===== src/rtl/fpu_host_pkg.sv =====
// Shared constants and state encoding for the FPU host register-bus sequencer.
package fpu_host_pkg;

  localparam int unsigned DATA_W     = 32;
  localparam int unsigned CMD_W      = 8;
  localparam int unsigned POLL_CNT_W = 8;
  localparam int unsigned BIT_IDX_W  = $clog2(DATA_W);

  // Register map of the FPU software interface
  localparam logic [DATA_W-1:0] ADDR_CMD    = 32'h0000_0000;
  localparam logic [DATA_W-1:0] ADDR_OPA    = 32'h0000_0010;
  localparam logic [DATA_W-1:0] ADDR_OPB    = 32'h0000_0050;
  localparam logic [DATA_W-1:0] ADDR_STATUS = 32'h0000_0110;
  localparam logic [DATA_W-1:0] ADDR_RESULT = 32'h0000_0130;

  // Bit positions inside STATUS and CMD
  localparam int unsigned STATUS_DONE = 0;
  localparam int unsigned CMD_SRST    = 0;

  typedef enum logic [3:0] {
    S_IDLE,
    S_WR_A,
    S_WR_B,
    S_WR_CMD,
    S_GAP,
    S_POLL,
    S_GAP2,
    S_RD_RES,
    S_CLR,
    S_ABORT,
    S_RESP
  } state_e;

endpackage


===== src/rtl/sw_read_port.sv =====
// Counts how long the read strobe has been held and qualifies the read data
// on the last cycle of the hold window.
module sw_read_port #(
  parameter int unsigned READ_LAT = 4,
  parameter int unsigned DATA_W   = 32
) (
  input  logic              clk,
  input  logic              reset_n,
  input  logic              rd_en,
  input  logic [DATA_W-1:0] rd_data,
  output logic              data_valid_c,
  output logic [DATA_W-1:0] data_c
);

  localparam int unsigned CNT_W = (READ_LAT > 1) ? $clog2(READ_LAT) : 1;

  logic [CNT_W-1:0] cnt_q, cnt_d;

  // Hold counter restarts after the qualifying cycle or when the strobe drops
  always_comb begin
    cnt_d        = cnt_q;
    data_valid_c = rd_en && (cnt_q == CNT_W'(READ_LAT - 1));
    if (!rd_en || data_valid_c) begin
      cnt_d = '0;
    end else begin
      cnt_d = cnt_q + CNT_W'(1);
    end
  end

  assign data_c = rd_data;

  // Hold counter register
  always_ff @(posedge clk or negedge reset_n) begin
    if (!reset_n) begin
      cnt_q <= '0;
    end else begin
      cnt_q <= cnt_d;
    end
  end

endmodule


===== src/rtl/fpu_host_sequencer.sv =====
// Runs one FPU job over the register bus: write operands and command, poll
// STATUS until done (or give up), read RESULT, clear done, return response.
module fpu_host_sequencer
  import fpu_host_pkg::*;
#(
  parameter int unsigned READ_LAT = 4,
  parameter int unsigned POLL_MAX = 64
) (
  input  logic              clk,
  input  logic              reset_n,
  input  logic              req_valid,
  output logic              req_ready,
  input  logic [DATA_W-1:0] req_op_a,
  input  logic [DATA_W-1:0] req_op_b,
  input  logic [CMD_W-1:0]  req_cmd,
  output logic              rsp_valid,
  input  logic              rsp_ready,
  output logic [DATA_W-1:0] rsp_result,
  output logic [DATA_W-1:0] rsp_status,
  output logic              rsp_timeout,
  output logic              busy,
  output logic [DATA_W-1:0] sw_address,
  output logic              sw_read_en,
  output logic              sw_write_en,
  output logic [DATA_W-1:0] sw_datain,
  input  logic [DATA_W-1:0] sw_dataout
);

  state_e                  state_q, state_d;
  logic [DATA_W-1:0]       a_q, a_d, b_q, b_d;
  logic [CMD_W-1:0]        cmd_q, cmd_d, cmd_wr;
  logic [POLL_CNT_W-1:0]   poll_cnt_q, poll_cnt_d;
  logic [DATA_W-1:0]       status_clr;

  logic                    req_ready_q, req_ready_d;
  logic                    busy_q, busy_d;
  logic                    rsp_valid_q, rsp_valid_d;
  logic [DATA_W-1:0]       rsp_result_q, rsp_result_d;
  logic [DATA_W-1:0]       rsp_status_q, rsp_status_d;
  logic                    rsp_timeout_q, rsp_timeout_d;
  logic                    sw_read_en_q, sw_read_en_d;
  logic                    sw_write_en_q, sw_write_en_d;
  logic [DATA_W-1:0]       sw_address_q, sw_address_d;
  logic [DATA_W-1:0]       sw_datain_q, sw_datain_d;

  logic                    rd_last_c;
  logic [DATA_W-1:0]       rd_data_c;

  sw_read_port #(
    .READ_LAT (READ_LAT),
    .DATA_W   (DATA_W)
  ) u_read_port (
    .clk          (clk),
    .reset_n      (reset_n),
    .rd_en        (sw_read_en_q),
    .rd_data      (sw_dataout),
    .data_valid_c (rd_last_c),
    .data_c       (rd_data_c)
  );

  // Next state, job bookkeeping, and next values of every registered output
  always_comb begin
    state_d       = state_q;
    a_d           = a_q;
    b_d           = b_q;
    cmd_d         = cmd_q;
    poll_cnt_d    = poll_cnt_q;
    rsp_result_d  = rsp_result_q;
    rsp_status_d  = rsp_status_q;
    rsp_timeout_d = rsp_timeout_q;

    cmd_wr                       = cmd_q;
    cmd_wr[3'(CMD_SRST)]         = 1'b0;
    status_clr                   = rsp_status_q;
    status_clr[5'(STATUS_DONE)]  = 1'b0;

    case (state_q)
      S_IDLE: begin
        if (req_valid) begin
          a_d           = req_op_a;
          b_d           = req_op_b;
          cmd_d         = req_cmd;
          poll_cnt_d    = '0;
          rsp_timeout_d = 1'b0;
          state_d       = S_WR_A;
        end
      end
      S_WR_A:   state_d = S_WR_B;
      S_WR_B:   state_d = S_WR_CMD;
      S_WR_CMD: state_d = S_GAP;
      S_GAP:    state_d = S_POLL;
      S_POLL: begin
        if (rd_last_c) begin
          rsp_status_d = rd_data_c;
          poll_cnt_d   = poll_cnt_q + POLL_CNT_W'(1);
          // Done wins over the poll limit when both happen on the same poll
          if (rd_data_c[5'(STATUS_DONE)]) begin
            state_d = S_GAP2;
          end else if (poll_cnt_d == POLL_CNT_W'(POLL_MAX)) begin
            state_d = S_ABORT;
          end else begin
            state_d = S_GAP;
          end
        end
      end
      S_GAP2:   state_d = S_RD_RES;
      S_RD_RES: begin
        if (rd_last_c) begin
          rsp_result_d = rd_data_c;
          state_d      = S_CLR;
        end
      end
      S_CLR:    state_d = S_RESP;
      S_ABORT: begin
        rsp_timeout_d = 1'b1;
        rsp_result_d  = '0;
        state_d       = S_RESP;
      end
      S_RESP: begin
        if (rsp_ready) begin
          state_d = S_IDLE;
        end
      end
      default:  state_d = S_IDLE;
    endcase

    req_ready_d   = (state_d == S_IDLE);
    busy_d        = (state_d != S_IDLE);
    rsp_valid_d   = (state_d == S_RESP);
    sw_read_en_d  = 1'b0;
    sw_write_en_d = 1'b0;
    sw_address_d  = '0;
    sw_datain_d   = '0;

    case (state_d)
      S_WR_A: begin
        sw_write_en_d = 1'b1;
        sw_address_d  = ADDR_OPA;
        sw_datain_d   = a_d;
      end
      S_WR_B: begin
        sw_write_en_d = 1'b1;
        sw_address_d  = ADDR_OPB;
        sw_datain_d   = b_q;
      end
      S_WR_CMD: begin
        sw_write_en_d = 1'b1;
        sw_address_d  = ADDR_CMD;
        sw_datain_d   = DATA_W'(cmd_wr);
      end
      S_CLR: begin
        sw_write_en_d = 1'b1;
        sw_address_d  = ADDR_STATUS;
        sw_datain_d   = status_clr;
      end
      S_ABORT: begin
        sw_write_en_d                 = 1'b1;
        sw_address_d                  = ADDR_CMD;
        sw_datain_d[5'(CMD_SRST)]     = 1'b1;
      end
      S_POLL: begin
        sw_read_en_d = 1'b1;
        sw_address_d = ADDR_STATUS;
      end
      S_RD_RES: begin
        sw_read_en_d = 1'b1;
        sw_address_d = ADDR_RESULT;
      end
      default: ;
    endcase
  end

  // State, job and output registers
  always_ff @(posedge clk or negedge reset_n) begin
    if (!reset_n) begin
      state_q       <= S_IDLE;
      a_q           <= '0;
      b_q           <= '0;
      cmd_q         <= '0;
      poll_cnt_q    <= '0;
      req_ready_q   <= 1'b1;
      busy_q        <= 1'b0;
      rsp_valid_q   <= 1'b0;
      rsp_result_q  <= '0;
      rsp_status_q  <= '0;
      rsp_timeout_q <= 1'b0;
      sw_read_en_q  <= 1'b0;
      sw_write_en_q <= 1'b0;
      sw_address_q  <= '0;
      sw_datain_q   <= '0;
    end else begin
      state_q       <= state_d;
      a_q           <= a_d;
      b_q           <= b_d;
      cmd_q         <= cmd_d;
      poll_cnt_q    <= poll_cnt_d;
      req_ready_q   <= req_ready_d;
      busy_q        <= busy_d;
      rsp_valid_q   <= rsp_valid_d;
      rsp_result_q  <= rsp_result_d;
      rsp_status_q  <= rsp_status_d;
      rsp_timeout_q <= rsp_timeout_d;
      sw_read_en_q  <= sw_read_en_d;
      sw_write_en_q <= sw_write_en_d;
      sw_address_q  <= sw_address_d;
      sw_datain_q   <= sw_datain_d;
    end
  end

  assign req_ready   = req_ready_q;
  assign busy        = busy_q;
  assign rsp_valid   = rsp_valid_q;
  assign rsp_result  = rsp_result_q;
  assign rsp_status  = rsp_status_q;
  assign rsp_timeout = rsp_timeout_q;
  assign sw_read_en  = sw_read_en_q;
  assign sw_write_en = sw_write_en_q;
  assign sw_address  = sw_address_q;
  assign sw_datain   = sw_datain_q;

endmodule


===== config.mk =====
export PLATFORM = sky130hd
export DESIGN_NAME = fpu_host_sequencer
export DESIGN_NICKNAME = d
export VERILOG_FILES = /design/src/rtl/fpu_host_pkg.sv /design/src/rtl/sw_read_port.sv /design/src/rtl/fpu_host_sequencer.sv
export SDC_FILE = /design/constraint.sdc
export NUM_CORES = 1
export LEC_CHECK = 0
export BUFFER_PORTS_ARGS = -buffer_cell sky130_fd_sc_hd__buf_2
export CAP_MARGIN = 10
export CORE_MARGIN = 5
export CORE_UTILIZATION = 30
export CTS_CLUSTER_SIZE = 8
export DETAILED_ROUTE_END_ITERATION = 16
export SLEW_MARGIN = 20
export SYNTH_ARGS = -nofsm -noshare
export SYNTH_HDL_FRONTEND = slang
export SYNTH_SLANG_ARGS = --single-unit

===== constraint.sdc =====
create_clock -name clk -period 2.7 [get_ports clk]
set_clock_uncertainty 0.2 [all_clocks]
set_input_delay 0.135 -clock clk [delete_from_list [all_inputs] [get_ports clk]]
set_output_delay 0.135 -clock clk [all_outputs]
set_load 0.01 [all_outputs]

==> results of run 1 <==
==> synth_stat cells (2+ instances only) <==
| library cell | number | area share [%] |
|---|---|---|
| sky130_fd_sc_hd__buf_2 | 14 | 1.0 |
| sky130_fd_sc_hd__nand3_1 | 7 | 0.52 |
| sky130_fd_sc_hd__a21oi_1 | 4 | 0.30 |
| sky130_fd_sc_hd__nand3b_1 | 2 | 0.22 |
| sky130_fd_sc_hd__a31oi_1 | 2 | 0.19 |
| sky130_fd_sc_hd__nor2_1 | 9 | 0.50 |
| sky130_fd_sc_hd__and3_1 | 2 | 0.19 |
| sky130_fd_sc_hd__o211ai_1 | 3 | 0.34 |
| sky130_fd_sc_hd__a22oi_1 | 24 | 2.7 |
| sky130_fd_sc_hd__inv_1 | 3 | 0.17 |
| sky130_fd_sc_hd__and2_1 | 3 | 0.28 |
| sky130_fd_sc_hd__dfrtp_1 | 158 | 59 |
| sky130_fd_sc_hd__buf_1 | 2 | 0.11 |
| sky130_fd_sc_hd__nand2b_1 | 2 | 0.19 |
| sky130_fd_sc_hd__clkbuf_1 | 22 | 1.2 |
| sky130_fd_sc_hd__nand2_1 | 262 | 15 |
| sky130_fd_sc_hd__nor3_1 | 2 | 0.15 |
| sky130_fd_sc_hd__nor2b_1 | 4 | 0.37 |
| sky130_fd_sc_hd__mux2_2 | 34 | 5.7 |
| sky130_fd_sc_hd__o21ai_0 | 43 | 3.2 |
| sky130_fd_sc_hd__buf_4 | 28 | 3.1 |
| sky130_fd_sc_hd__xor2_1 | 2 | 0.26 |
| sky130_fd_sc_hd__a222oi_1 | 7 | 1.0 |
| sky130_fd_sc_hd__ha_1 | 3 | 0.56 |
| sky130_fd_sc_hd__o31ai_1 | 2 | 0.22 |
==> metrics by stage <==
stage,hold slack [ps],instances
floorplan,-360.6,696
global placement,-148.2,1137
detailed placement,-146.5,1137
CTS,64.90,1276
global route,83.43,1276
finish,93.51,1276
==> area by class of cell <==
| class | instances | share of cell area, % |
|---|---|---|
| Timing Repair Buffer | 335 | 23.90 |
| Tap cell | 280 | 3.592 |
| Sequential cell | 159 | 40.81 |
| Multi-Input combinational cell | 467 | 24.95 |
| Clock buffer | 21 | 4.824 |
| Clock inverter | 11 | 1.809 |
| Inverter | 3 | 0.1155 |
==> power breakdown <==
part	internal [mW]	switching, mW	leakage [nW]
Combinational	1.33	1.62	2.69
Clock	1.64	1.00	0.320
Sequential	3.40	0.662	1.95
Total	6.37	3.28	4.96
==> what timing repair did <==
action,CTS,global route
setup buffers,0,0
hold buffers,107,0
endpoints found under the setup margin,0,0
endpoints found under the hold margin,296,0
==> layer usage <==
metal / vias up / global-route usage (%)
met5: - / 0
met4: 0 / 5.196
met3: 25 / 4.478
met2: 190 / 26.52
met1: 2778 / 19.83
li1: 2793 / -
==> worst paths after layout <==
kind	endpoint	depth (start not counted)
setup / recovery	sw_datain[0]	6
hold / removal	req_ready	2
setup reg to reg	sw_datain[0]	6
hold reg to reg	u_read_port.cnt_q[0]	1
max in group asynchronous	rsp_status[15]	3
min in group clk	sw_datain[21]	4
==> logic make-up after synthesis <==
logic type / count (synthesis) / share of synthesized area [%]
compound gates: 98 / 9.800
other cells: 1 / 0.05605
simple gates: 302 / 18.20
fa+ha+maj: 3 / 0.5611
mux: 34 / 5.723
buf+inv: 70 / 5.910
xor+xnor: 2 / 0.2619
flops: 159 / 59.49
==> flip-flops by register name, indices dropped and copies added (netlist names), 2 cells and up <==
| name | count |
|---|---|
| state_q | 4 |
| rsp_status | 32 |
| sw_datain | 32 |
| poll_cnt_q | 8 |
| sw_address | 4 |
| u_read_port.cnt_q | 2 |
| b_q | 32 |
| rsp_result | 32 |
| cmd_q | 7 |
==> worst max-delay path, stage by stage, from the launching register on <==
cell,delay (ps)
sky130_fd_sc_hd__dfrtp_1,450
sky130_fd_sc_hd__ha_1,290
sky130_fd_sc_hd__or3b_1,370
sky130_fd_sc_hd__a2111o_1,380
sky130_fd_sc_hd__a221oi_2,330
sky130_fd_sc_hd__nand2_2,150
sky130_fd_sc_hd__nand3_1,100
==> impl_metrics.prom, run 1 <==
# TYPE chip_impl_metric gauge
chip_impl_metric{name="leakagePower",unit="nW"} 4.956
chip_impl_metric{name="dp_worst_setup_slack",unit="ps"} 387.1
chip_impl_metric{name="finalCriticalPeriod",unit="ps"} 2337
chip_impl_metric{name="antenna_violations_before_repair",unit=""} 0
chip_impl_metric{name="timing_hold_violations_final",unit=""} 0
chip_impl_metric{name="final_nets",unit=""} 1094
chip_impl_metric{name="n_fill_cell",unit=""} 2101
chip_impl_metric{name="power.total",unit="mW"} 9.648
chip_impl_metric{name="vias_per_std_cell",unit=""} 4.534
chip_impl_metric{name="final_core_util",unit="%"} 44.55
chip_impl_metric{name="synthesis.yosys.warnings",unit=""} 0
chip_impl_metric{name="setup.reg_to_reg.worst_slack",unit="ps"} 360
chip_impl_info{name="mostFrequentLayoutCell",value="sky130_fd_sc_hd__nand2_1"} 1
chip_impl_metric{name="grt_use_total",unit="%"} 15.85
chip_impl_metric{name="postSynthCellCount",unit=""} 669
chip_impl_metric{name="critical_path_required",unit="ps"} 2840
chip_impl_metric{name="vias_in_the_first_global_route",unit=""} 6336
chip_impl_metric{name="ys_ff_latch",unit=""} 159
chip_impl_metric{name="met2WireLength",unit="µm"} 9667
chip_impl_info{name="dominantRegCellSynth",value="sky130_fd_sc_hd__dfrtp_1"} 1
chip_impl_metric{name="slew_headroom",unit="%"} 57.71
chip_impl_metric{name="start_util",unit="%"} 30.56
chip_impl_metric{name="worst_slew_pin_slew",unit="ps"} 634.3
chip_impl_metric{name="clock_sinks",unit=""} 159
chip_impl_metric{name="first_pass_grt_wire_length",unit="µm"} 32950
chip_impl_info{name="worst-setup-path-type",value="reg2reg"} 1
chip_impl_metric{name="area_growth_synth_to_finish",unit="%"} 45.78
chip_impl_metric{name="critPathMaxFanout",unit=""} 7
chip_impl_metric{name="route.antenna.remaining_nets",unit=""} 0
chip_impl_info{name="tritoncts",value="built"} 1
chip_impl_metric{name="achievable-frequency",unit="GHz"} 0.4279
chip_impl_info{name="maxUsedRoutingLayer",value="met4"} 1
chip_impl_metric{name="timing.max_cap.violations",unit=""} 0
chip_impl_metric{name="fp.dieW",unit="µm"} 159.3
chip_impl_metric{name="detail_route.first_pass.iterations",unit=""} 5
chip_impl_metric{name="detailed_place_hpwl",unit="µm"} 13210
chip_impl_metric{name="dieArea",unit="mm²"} 0.02539
chip_impl_metric{name="post_synth_instance_area",unit="mm²"} 0.006690
chip_impl_metric{name="globalRoute.totalOverflow",unit=""} 0
chip_impl_metric{name="synthArstFlopShare",unit="%"} 100.0
chip_impl_metric{name="timing.critical_path.arrival",unit="ps"} 2480
chip_impl_metric{name="cts_inserted_buffers",unit=""} 17
chip_impl_metric{name="synth-edff-count",unit=""} 0
chip_impl_metric{name="non_filler_cell_area_final",unit="mm²"} 0.009753
chip_impl_metric{name="power.density_cell_area",unit="mW/mm²"} 989.2
chip_impl_metric{name="timing.setup.tns",unit="ps"} 0
chip_impl_info{name="endpoint_kind",value="flop"} 1
chip_impl_metric{name="routedLengthMet1",unit="µm"} 8702
chip_impl_metric{name="multi_input_area",unit="mm²"} 0.002434
chip_impl_metric{name="setup-violations-final",unit=""} 0
chip_impl_info{name="outcome",value="complete, no violations"} 1
chip_impl_info{name="hold_class",value="in2async"} 1
chip_impl_info{name="critical_path.startpoint",value="poll_cnt_q[0]"} 1
chip_impl_metric{name="worst_slack",unit="ps"} 363.2
chip_impl_metric{name="wl_per_cell",unit="µm"} 15.67
chip_impl_metric{name="drt_wirelength",unit="µm"} 19990
chip_impl_metric{name="clock_insertion_delay_worst_skew",unit="ps"} 410
chip_impl_metric{name="port_buffers",unit=""} 212
chip_impl_metric{name="share_of_layout_cells_above_drive_strength_1",unit="%"} 30.72
chip_impl_metric{name="core_area",unit="mm²"} 0.02189
chip_impl_info{name="layout.cells.most_common_list",value="sky130_fd_sc_hd__nand2_1, sky130_fd_sc_hd__buf_2, sky130_fd_sc_hd__dfrtp_1, sky130_fd_sc_hd__dlygate4sd3_1, sky130_fd_sc_hd__o21ai_0"} 1
chip_impl_info{name="crit-reg2reg-launch",value="poll_cnt_q[0]"} 1
chip_impl_metric{name="vdd.ir_drop.worst",unit="µV"} 418.7
chip_impl_metric{name="seq_area",unit="mm²"} 0.003980
chip_impl_metric{name="ctsHtreeMaxLevel",unit=""} 4
chip_impl_metric{name="cts_repair_resize_count",unit=""} 0
chip_impl_metric{name="floorplan.die.height",unit="µm"} 159.3
chip_impl_metric{name="report.final.slew_viol_count",unit=""} 0
chip_impl_metric{name="post_synth_num_cell_types",unit=""} 50
chip_impl_metric{name="path_clk_slew",unit="ps"} 60
chip_impl_metric{name="largest_net_degree_at_the_start_of_global_routing",unit=""} 70
chip_impl_metric{name="ios",unit=""} 242
chip_impl_info{name="startpoint_type",value="flop"} 1
chip_impl_metric{name="detail_route.iter0.violations",unit=""} 276
chip_impl_metric{name="clock_path_buffers",unit=""} 2
chip_impl_info{name="ctsRootBufferMaster",value="sky130_fd_sc_hd__clkbuf_16"} 1
chip_impl_metric{name="insertedDiodeCount",unit=""} 0
chip_impl_info{name="grt_setup_unrepaired",value="no"} 1
chip_impl_metric{name="detailroute.via_count",unit=""} 5786
chip_impl_metric{name="synth_area_per_cell",unit="µm²"} 10.00
chip_impl_metric{name="route.met3.wl",unit="µm"} 1253
chip_impl_metric{name="remaining_drc_errors",unit=""} 0
chip_impl_metric{name="placement.cell_area",unit="mm²"} 0.008025
chip_impl_metric{name="finalCritPeriodShare",unit="%"} 86.55
chip_impl_metric{name="synth_seq_area_share",unit="%"} 59.49
chip_impl_metric{name="place_congestion",unit=""} 0.7767
chip_impl_metric{name="number_of_rows_created_at_floorplan",unit=""} 54
Note: power is estimated with default switching activity, not from simulation.
==> run 2: changes to the inputs <==
- ABC_AREA: not set -> 1
==> run 2 against run 1 <==
Effect of this change:
- critical path depth increased by 2
- power decreased by 20%
- first-iteration DRC count increased by 0.72%
- wire length increased by 6.0%
- via count increased by 5.2%
- clock-buffer cell count unchanged
- largest cell class unchanged
- largest power group unchanged
==> impl_metrics.prom, run 2 <==
# TYPE chip_impl_metric gauge
chip_impl_info{name="outcome",value="complete, no violations"} 1
chip_impl_metric{name="share_of_layout_cells_above_drive_strength_1",unit="%"} 24.86
chip_impl_metric{name="dieArea",unit="mm²"} 0.02556
chip_impl_metric{name="synthArstFlopShare",unit="%"} 100.0
chip_impl_metric{name="largest_net_degree_at_the_start_of_global_routing",unit=""} 58
chip_impl_metric{name="start_util",unit="%"} 30.70
chip_impl_metric{name="post_synth_num_cell_types",unit=""} 28
chip_impl_info{name="worst-setup-path-type",value="reg2reg"} 1
chip_impl_info{name="ctsRootBufferMaster",value="sky130_fd_sc_hd__clkbuf_16"} 1
chip_impl_info{name="synth_largest_area_cell",value="sky130_fd_sc_hd__dfrtp_1"} 1
chip_impl_info{name="post-synth-top-count-cell",value="sky130_fd_sc_hd__nand2_1"} 1
chip_impl_metric{name="post_synth_instance_area",unit="mm²"} 0.006740
chip_impl_metric{name="timing.setup.tns",unit="ps"} 0
chip_impl_metric{name="post_cts.repair.setup_buffers",unit=""} 0
chip_impl_metric{name="worst_slack",unit="ps"} 469.7
chip_impl_metric{name="leakagePower",unit="nW"} 5.080
chip_impl_metric{name="power.density_cell_area",unit="mW/mm²"} 806.2
chip_impl_metric{name="vdd.ir_drop.worst",unit="µV"} 358.8
chip_impl_metric{name="globalRoute.totalOverflow",unit=""} 0
chip_impl_metric{name="synth_area_per_cell",unit="µm²"} 8.776
chip_impl_metric{name="ios",unit=""} 242
chip_impl_metric{name="synth-edff-count",unit=""} 0
chip_impl_metric{name="timing.critical_path.arrival",unit="ps"} 2370
chip_impl_metric{name="achievable-frequency",unit="GHz"} 0.4484
chip_impl_metric{name="detail_route.iter0.violations",unit=""} 278
chip_impl_metric{name="clock_sinks",unit=""} 159
chip_impl_info{name="dominantRegCellSynth",value="sky130_fd_sc_hd__dfrtp_1"} 1
chip_impl_metric{name="detailed_place_hpwl",unit="µm"} 14010
chip_impl_info{name="startpoint_type",value="flop"} 1
chip_impl_info{name="synth_top_cells_by_area",value="sky130_fd_sc_hd__dfrtp_1, sky130_fd_sc_hd__nand2_1, sky130_fd_sc_hd__nand3_1"} 1
chip_impl_info{name="slowest_stage",value="sky130_fd_sc_hd__buf_4"} 1
chip_impl_metric{name="fp.dieW",unit="µm"} 159.9
chip_impl_metric{name="route.antenna.remaining_nets",unit=""} 0
chip_impl_metric{name="timing_hold_violations_final",unit=""} 0
chip_impl_metric{name="first_pass_grt_wire_length",unit="µm"} 34660
chip_impl_metric{name="critical_path_required",unit="ps"} 2840
chip_impl_metric{name="area_growth_synth_to_finish",unit="%"} 42.90
chip_impl_metric{name="ys_ff_latch",unit=""} 159
chip_impl_metric{name="vias_per_std_cell",unit=""} 4.444
chip_impl_metric{name="antenna_violations_before_repair",unit=""} 1
chip_impl_metric{name="timing.max_cap.violations",unit=""} 0
chip_impl_info{name="endpoint_kind",value="flop"} 1
chip_impl_metric{name="finalCriticalPeriod",unit="ps"} 2230
chip_impl_metric{name="synth_top_cell_area_share",unit="%"} 58.66
chip_impl_metric{name="wl_per_cell",unit="µm"} 15.46
chip_impl_metric{name="cts_inserted_buffers",unit=""} 17
chip_impl_info{name="ys_top_cells_by_count",value="sky130_fd_sc_hd__nand2_1, sky130_fd_sc_hd__dfrtp_1, sky130_fd_sc_hd__nand3_1"} 1
chip_impl_metric{name="clock_insertion_delay_worst_skew",unit="ps"} 420
chip_impl_metric{name="insertedDiodeCount",unit=""} 0
chip_impl_metric{name="core_area",unit="mm²"} 0.02196
chip_impl_metric{name="worst_slew_pin_slew",unit="ps"} 749.1
chip_impl_metric{name="report.final.slew_viol_count",unit=""} 0
chip_impl_metric{name="ctsHtreeMaxLevel",unit=""} 4
chip_impl_info{name="layout.cells.most_common_list",value="sky130_fd_sc_hd__nand2_1, sky130_fd_sc_hd__buf_2, sky130_fd_sc_hd__dfrtp_1, sky130_fd_sc_hd__dlygate4sd3_1, sky130_fd_sc_hd__nand3_1"} 1
chip_impl_metric{name="clock_path_buffers",unit=""} 2
chip_impl_info{name="mostFrequentLayoutCell",value="sky130_fd_sc_hd__nand2_1"} 1
chip_impl_metric{name="path_clk_slew",unit="ps"} 60
chip_impl_metric{name="port_buffers",unit=""} 212
chip_impl_metric{name="remaining_drc_errors",unit=""} 0
chip_impl_metric{name="slew_headroom",unit="%"} 50.00
chip_impl_metric{name="critPathMaxStageDelay",unit="ps"} 410
chip_impl_metric{name="drt_wirelength",unit="µm"} 21180
chip_impl_metric{name="grt_use_total",unit="%"} 16.83
chip_impl_metric{name="setup-violations-final",unit=""} 0
chip_impl_info{name="worst_path_most_repeated_cell",value="sky130_fd_sc_hd__buf_4"} 1
chip_impl_metric{name="detailroute.via_count",unit=""} 6088
chip_impl_metric{name="number_of_rows_created_at_floorplan",unit=""} 54
chip_impl_metric{name="finalCritPeriodShare",unit="%"} 82.61
chip_impl_metric{name="postSynthCellCount",unit=""} 768
chip_impl_metric{name="detail_route.first_pass.iterations",unit=""} 5
chip_impl_metric{name="floorplan.die.height",unit="µm"} 159.9
chip_impl_info{name="hold_class",value="in2async"} 1
chip_impl_metric{name="final_nets",unit=""} 1189
chip_impl_info{name="crit_chain",value="ha_1 -> nand2_1 -> inv_1 -> nand2_2 -> buf_4 -> buf_4 -> nand3_1 -> o21ai_0"} 1
chip_impl_metric{name="dp_worst_setup_slack",unit="ps"} 447.0
chip_impl_info{name="grt_setup_unrepaired",value="no"} 1
chip_impl_metric{name="synthesis.yosys.warnings",unit=""} 0
chip_impl_metric{name="synth_seq_area_share",unit="%"} 59.05
chip_impl_metric{name="vias_in_the_first_global_route",unit=""} 6577
chip_impl_info{name="tritoncts",value="built"} 1
chip_impl_metric{name="critPathMaxFanout",unit=""} 34
chip_impl_metric{name="place_congestion",unit=""} 0.8053
run 2: metal layers:
metal | up-vias | global-route usage [%] | wire length [µm]
met5 | - | 0 | 7
met4 | 2 | 4.967 | 423
met3 | 35 | 4.356 | 1118
met2 | 194 | 28.87 | 10520
met1 | 2863 | 20.99 | 9115
li1 | 2994 | - | -
run 2: stage by stage:
stage	utilization [%]	cells	hold slack [ps]	instance area (µm²)	total power [mW]
after floorplan	-	795	-360.6	6842	4.635
after global placement	36.57	1234	-36.05	8030	5.382
after detailed placement	36.57	1234	-40.03	8030	5.421
after CTS	43.86	1370	81.12	9632	7.859
after global routing	43.86	1370	137.3	9632	8.311
final	43.86	1370	83.15	9632	7.765
run 2: cell type report:
| class | instances | area [µm²] |
|---|---|---|
| clock inverter | 10 | 90.09 |
| fill | 2172 | 12330 |
| inverter | 63 | 236.5 |
| clock buffer | 21 | 460.4 |
| tap | 280 | 350.3 |
| sequential | 159 | 3980 |
| timing repair buffer | 331 | 2273 |
| multi-input combinational | 506 | 2241 |
run 2: kinds of logic after synthesis:
family                     synth area share [%]
AOI/OAI and AO/OA                         6.776
adders and majority gates                0.5570
buffers and inverters                     9.393
DFF                                       59.05
other                                   0.05564
and+or+nand+nor                           24.17
run 2: repair_timing:
item                      4_1_cts  5_1_grt
gates resized for setup         0        0
hold buffers                  105        0
hold endpoints to repair      298        0
run 2: worst max-delay path, delay by kind of cell, from the launching register on:
| kind | cells | cell delay, ps |
|---|---|---|
| AND/OR/NAND/NOR | 3 | 400 |
| flip-flops | 1 | 380 |
| adder cells (fa/ha/maj) | 1 | 230 |
| buffers and inverters | 3 | 820 |
| AO/OA/AOI/OAI | 1 | 100 |
run 2: worst paths after layout:
| check | startpoint | depth (start not counted) | slack [ps] | end |
|---|---|---|---|---|
| worst max-delay path | u_read_port.cnt_q[0] | 8 | 470 | rsp_result[27] |
| worst min-delay path | reset_n | 2 | 80 | busy |
| worst max register to register | u_read_port.cnt_q[0] | 8 | 470 | rsp_result[27] |
| worst min register to register | u_read_port.cnt_q[0] | 1 | 240 | u_read_port.cnt_q[0] |
| max in group asynchronous | reset_n | 3 | 1520 | rsp_result[22] |
| min in group clk | req_valid | 5 | 130 | b_q[9] |
run 2: power by group:
group / leakage (nW) / internal [mW] / switching, mW / total, mW
Combinational: 3.02 / 0.857 / 1.29 / 2.15
Clock: 0.265 / 1.31 / 0.975 / 2.28
Sequential: 1.79 / 3.02 / 0.314 / 3.33
